$ cat config.mk
export PLATFORM = sky130hd
export DESIGN_NAME = alu32
export DESIGN_NICKNAME = d
export VERILOG_FILES = /design/src/rtl/alu32_pkg.sv /design/src/rtl/alu32_shifter.sv /design/src/rtl/alu32.sv
export SDC_FILE = /design/constraint.sdc
export NUM_CORES = 1
export LEC_CHECK = 0
export CAP_MARGIN = 20
export CELL_PAD_IN_SITES_DETAIL_PLACEMENT = 1
export CELL_PAD_IN_SITES_GLOBAL_PLACEMENT = 1
export CORE_MARGIN = 2
export CORE_UTILIZATION = 35
export CTS_BUF_LIST = sky130_fd_sc_hd__clkbuf_2
export CTS_CLUSTER_DIAMETER = 50
export DETAILED_ROUTE_END_ITERATION = 8
export GPL_ROUTABILITY_DRIVEN = 0
export PLACE_DENSITY_LB_ADDON = 0.1
export SLEW_MARGIN = 20
export SYNTH_ARGS = -nofsm -noshare
export SYNTH_HDL_FRONTEND = slang
export SYNTH_HIERARCHICAL = 1
export SYNTH_SLANG_ARGS = --single-unit
$ cat constraint.sdc
create_clock -name clk -period 4 [get_ports clk]
set_clock_uncertainty 0.1 [all_clocks]
set_input_delay 1 -clock clk [delete_from_list [all_inputs] [get_ports clk]]
set_output_delay 1 -clock clk [all_outputs]
set_load 0.02 [all_outputs]
$ cat src/rtl/alu32_pkg.sv
// alu32_pkg: opcode encoding and helpers shared by the alu32 slice
package alu32_pkg;

    typedef logic [3:0] opcode_t;

    localparam opcode_t OP_ADD = 4'b1100;
    localparam opcode_t OP_SUB = 4'b1110;
    localparam opcode_t OP_AND = 4'b0100;
    localparam opcode_t OP_OR  = 4'b0110;
    localparam opcode_t OP_NOR = 4'b1000;
    localparam opcode_t OP_XOR = 4'b1010;
    localparam opcode_t OP_SLL = 4'b0010;
    localparam opcode_t OP_SRL = 4'b0000;
    localparam opcode_t OP_SRA = 4'b0001;

    function automatic logic [31:0] rev32(input logic [31:0] d);
        for (int k = 0; k < 32; k++) rev32[k] = d[31-k];
    endfunction

endpackage

$ cat src/rtl/alu32_shifter.sv
// alu32_shifter: 5-stage barrel shifter; left shifts reuse the right-shift stages on bit-reversed data
module alu32_shifter
    import alu32_pkg::*;
(
    input  logic [31:0] data,
    input  logic [4:0]  shAmt,
    input  logic        dir,
    input  logic        arith,
    output logic [31:0] result
);

    logic [5:0][31:0] stage;
    logic             fill;

    assign fill     = arith & ~dir & data[31];
    assign stage[0] = dir ? rev32(data) : data;

    genvar i;
    generate
        for (i = 0; i < 5; i++) begin : g_stage
            localparam int S = 1 << i;
            assign stage[i+1] = shAmt[i] ? {{S{fill}}, stage[i][31:S]} : stage[i];
        end
    endgenerate

    assign result = dir ? rev32(stage[5]) : stage[5];

endmodule

$ cat src/rtl/alu32.sv
// alu32: single-cycle 32-bit ALU with a registered result
module alu32
    import alu32_pkg::*;
(
    input  logic        clk,
    input  logic        rst,
    input  logic [3:0]  opCode,
    input  logic [31:0] in1,
    input  logic [31:0] in2,
    input  logic [4:0]  shAmt,
    output logic [31:0] out
);

    opcode_t     op;
    logic        sub;
    logic [31:0] sum;
    logic [31:0] sh;
    logic [31:0] res;

    assign op  = opCode;
    assign sub = op == OP_SUB;

    alu32_shifter u_shifter (
        .data   (in1),
        .shAmt  (shAmt),
        .dir    (op == OP_SLL),
        .arith  (op == OP_SRA),
        .result (sh)
    );

    // shared adder: subtract as in1 + ~in2 + 1, then select the result by opcode
    always_comb begin
        sum = in1 + (sub ? ~in2 : in2) + {31'b0, sub};
        case (op)
            OP_ADD, OP_SUB:         res = sum;
            OP_AND:                 res = in1 & in2;
            OP_OR:                  res = in1 | in2;
            OP_NOR:                 res = ~(in1 | in2);
            OP_XOR:                 res = in1 ^ in2;
            OP_SLL, OP_SRL, OP_SRA: res = sh;
            default:                res = '0;
        endcase
    end

    // output register; reset wins over any opcode
    always_ff @(posedge clk) out <= rst ? '0 : res;

endmodule

==> impl_metrics.json <==
{
  "ys_seq_area_share_pct": 7.397,
  "synthCells": 1142,
  "critPathRequiredTime_ps": 4290,
  "place_hpwl_um": 37710,
  "cp_slowest_stage_delay_ps": 610,
  "place_area_um2": 12560,
  "drcViolationCount": 0,
  "grt_max_degree": 32,
  "first_global_vias": 11650,
  "antenna_found_initial": 0,
  "area_growth_pct": 48.79,
  "yosys_warnings": 6,
  "design_area_um2": 12890,
  "rsz0062_at_grt": "yes",
  "critPathLaunch": "in1[22]",
  "nets": 1711,
  "coreArea_um2": 24320,
  "power_density_nw_per_um2": 190.5,
  "relSlewSlack_pct": 37.61,
  "fmax_ghz": 0.2507,
  "drive_above_1_share_pct": 32.62,
  "initial_core_util_pct": 35.61,
  "cp_cell_sequence": "clkdlybuf4s50_1 > mux2_2 > mux4_2 > buf_4 > a222oi_1 > o311ai_0 > nor2_1 > a21oi_1 > a222oi_1 > a31oi_1",
  "synth_nets": 1315,
  "top_level_ports": 107,
  "clkTransAtPathRegs_ps": 230,
  "portBuffers": 106,
  "min_period_over_period_pct": 99.71,
  "ys_ff_latch": 32,
  "slowest_stage": "clkdlybuf4s50_1",
  "finalHoldViolCount": 0,
  "drt_iter0_markers": 1147,
  "holdCritPathClass": "input pin to flop",
  "grt-ovfl-total": 0,
  "cap_violations": 0,
  "n_antenna_cell": 0,
  "synth_edf_count": 0,
  "top_layer": "met4",
  "fin_ws_ps": 11.45,
  "cp-end-kind": "flop",
  "ctsLongestPathBuffers": 2,
  "die_h_um": 161.3,
  "worstMarginPinSlew_ps": 924.1,
  "syn_area_per_cell_um2": 7.584,
  "largest-register": "out",
  "whs_ps": 1071,
  "async_flop_share_pct": 0,
  "wire_per_inst_um": 24.90,
  "drtPass1Iterations": 5,
  "status": "completed",
  "largest_reg_flops": 32,
  "power_mw": 2.455,
  "cts_max_level": 2,
  "worstSetupPathType": "input pin to flop",
  "wirelength_um": 46380,
  "synth.distinct_cells": 75,
  "rows": 57,
  "vdd_ir_drop_max_mv": 0.1279,
  "largestRegisters": "out: 32 flops",
  "dieArea_um2": 26020,
  "vias": 11300,
  "period_needed_ps": 3989,
  "routedLengthMet1_um": 19150,
  "cts.sinks": 32,
  "final_max_slew_viol_count": 0,
  "hold_buffers": 0,
  "setup_viol": 0,
  "via_per_inst": 6.066,
  "cp_max_fo": 8,
  "cts-buffers-inserted": 5,
  "synth_flop_cell": "dfxtp_1",
  "ant_nets": 0,
  "syn_area_um2": 8661,
  "dr_wl_met3_um": 3928,
  "wl_met2_um": 20390,
  "grt_pass1_wl_um": 70230,
  "die_x_um": 161.3,
  "leakage_nw": 5.906,
  "min_from": "rst",
  "cts-root-buf": "clkbuf_2",
  "cts_tree": "yes",
  "crit_arrival_ps": 4280,
  "grt_use_total_pct": 35.51,
  "cpMostUsedCell": "a222oi_1",
  "tns_ps": 0,
  "post-place-ws_ps": -1171,
  "start_kind": "input pin"
}
==> placed cells by master (no fill, tap or decap), types with 10 or more instances in the layout <==
master           count
a221oi_1            11
nand2b_1            12
dfxtp_1             32
nor2b_1             11
nand3_1             24
nand2_1             96
ha_1                97
nand4_1             15
clkdlybuf4s50_1    100
xnor2_1             43
o31ai_1             10
a21oi_1            100
mux2i_1             29
mux2_2              46
mux4_2              34
o211ai_1            13
buf_4              354
nor2_1              90
inv_1               77
a31oi_1             15
o21ai_0             38
a21o_1              21
o22ai_1             32
a222oi_1            11
a221o_1             19
nor3_1              18
==> cell families after synthesis <==
logic type,count (synthesis),synth area share (%)
fa+ha+maj,98,14.24
xor+xnor,54,5.461
mux,114,18.81
buf+inv,162,7.657
flops,32,7.397
compound gates,359,28.56
simple gates,323,17.87
==> cells in the mapped netlist (4+ instances only) <==
| library cell | n | share of area, % |
|---|---|---|
| a211o_1 | 7 | 0.71 |
| a211oi_1 | 11 | 0.95 |
| a21o_1 | 21 | 1.8 |
| a21oi_1 | 105 | 6.1 |
| a221o_1 | 19 | 2.2 |
| a221oi_1 | 11 | 1.1 |
| a222oi_1 | 11 | 1.3 |
| a31oi_1 | 15 | 1.1 |
| a32oi_1 | 5 | 0.51 |
| and2_1 | 6 | 0.43 |
| and3_1 | 8 | 0.58 |
| buf_1 | 10 | 0.43 |
| buf_2 | 11 | 0.64 |
| buf_4 | 5 | 0.43 |
| clkbuf_1 | 54 | 2.3 |
| dfxtp_1 | 32 | 7.4 |
| ha_1 | 97 | 14 |
| inv_1 | 77 | 3.3 |
| mux2_2 | 48 | 6.2 |
| mux2i_1 | 30 | 3.5 |
| mux4_2 | 34 | 8.8 |
| nand2_1 | 96 | 4.2 |
| nand2b_1 | 13 | 0.94 |
| nand3_1 | 24 | 1.4 |
| nand4_1 | 15 | 1.1 |
| nor2_1 | 92 | 4.0 |
| nor2b_1 | 11 | 0.79 |
| nor3_1 | 21 | 1.2 |
| nor4_1 | 5 | 0.36 |
| o2111ai_1 | 4 | 0.40 |
| o211ai_1 | 13 | 1.1 |
| o21a_1 | 8 | 0.69 |
| o21ai_0 | 39 | 2.3 |
| o21bai_1 | 6 | 0.52 |
| o22ai_1 | 33 | 2.4 |
| o31ai_1 | 11 | 0.95 |
| o32ai_1 | 4 | 0.40 |
| or2_2 | 7 | 0.51 |
| or3_1 | 5 | 0.36 |
| or4_1 | 6 | 0.52 |
| xnor2_1 | 45 | 4.6 |
| xor2_1 | 9 | 0.91 |
==> per-stage QoR <==
step / instances / utilization [%]
floorplan: 1142 / -
global placement: 1847 / 51.63
detailed placement: 1847 / 51.63
CTS: 1860 / 52.73
global route: 1863 / 52.99
finish: 1863 / 52.99
==> critical path: cells and delay by family <==
family / cells / cell delay (ps)
AOI/OAI and AO/OA: 5 / 1330
buffers and inverters: 2 / 780
muxes: 2 / 960
and+or+nand+nor: 1 / 200
==> area by class of cell <==
type                       instances  area, um2
multi-input combinational        948       7535
timing repair buffer             472       3943
sequential                        32      640.6
clock buffer                       6      30.03
fill                            3016      11430
tap                              324      405.4
clock inverter                     2      35.03
inverter                          79      297.8
==> worst paths after layout <==
path                 to  slack, ps  cells past startpoint
max   out[7]$_SDFF_PP0_         10                     10
min   out[1]$_SDFF_PP0_       1070                      3
==> report_power, final <==
part / internal (mW) / switching (mW) / leakage, nW
Clock: 0.107 / 0.149 / 0.0430
Combinational: 0.875 / 0.972 / 5.60
Sequential: 0.344 / 0.00874 / 0.262
Total: 1.33 / 1.13 / 5.91
==> routing by layer <==
layer	up-vias	track usage, %
met5	-	0
met4	0	18.63
met3	144	8.141
met2	556	55.13
met1	5516	45.88
li1	5085	-
==> repair_timing <==
action                                  in CTS  in global routing
endpoints found under the hold margin        0                  0
buffers inserted                             4                  3
resized for setup                           27                 11
cloned                                       1                  0
pin swaps                                   17                  5
endpoints found under the setup margin      23                  9
Power figures use the tool's default switching activity.
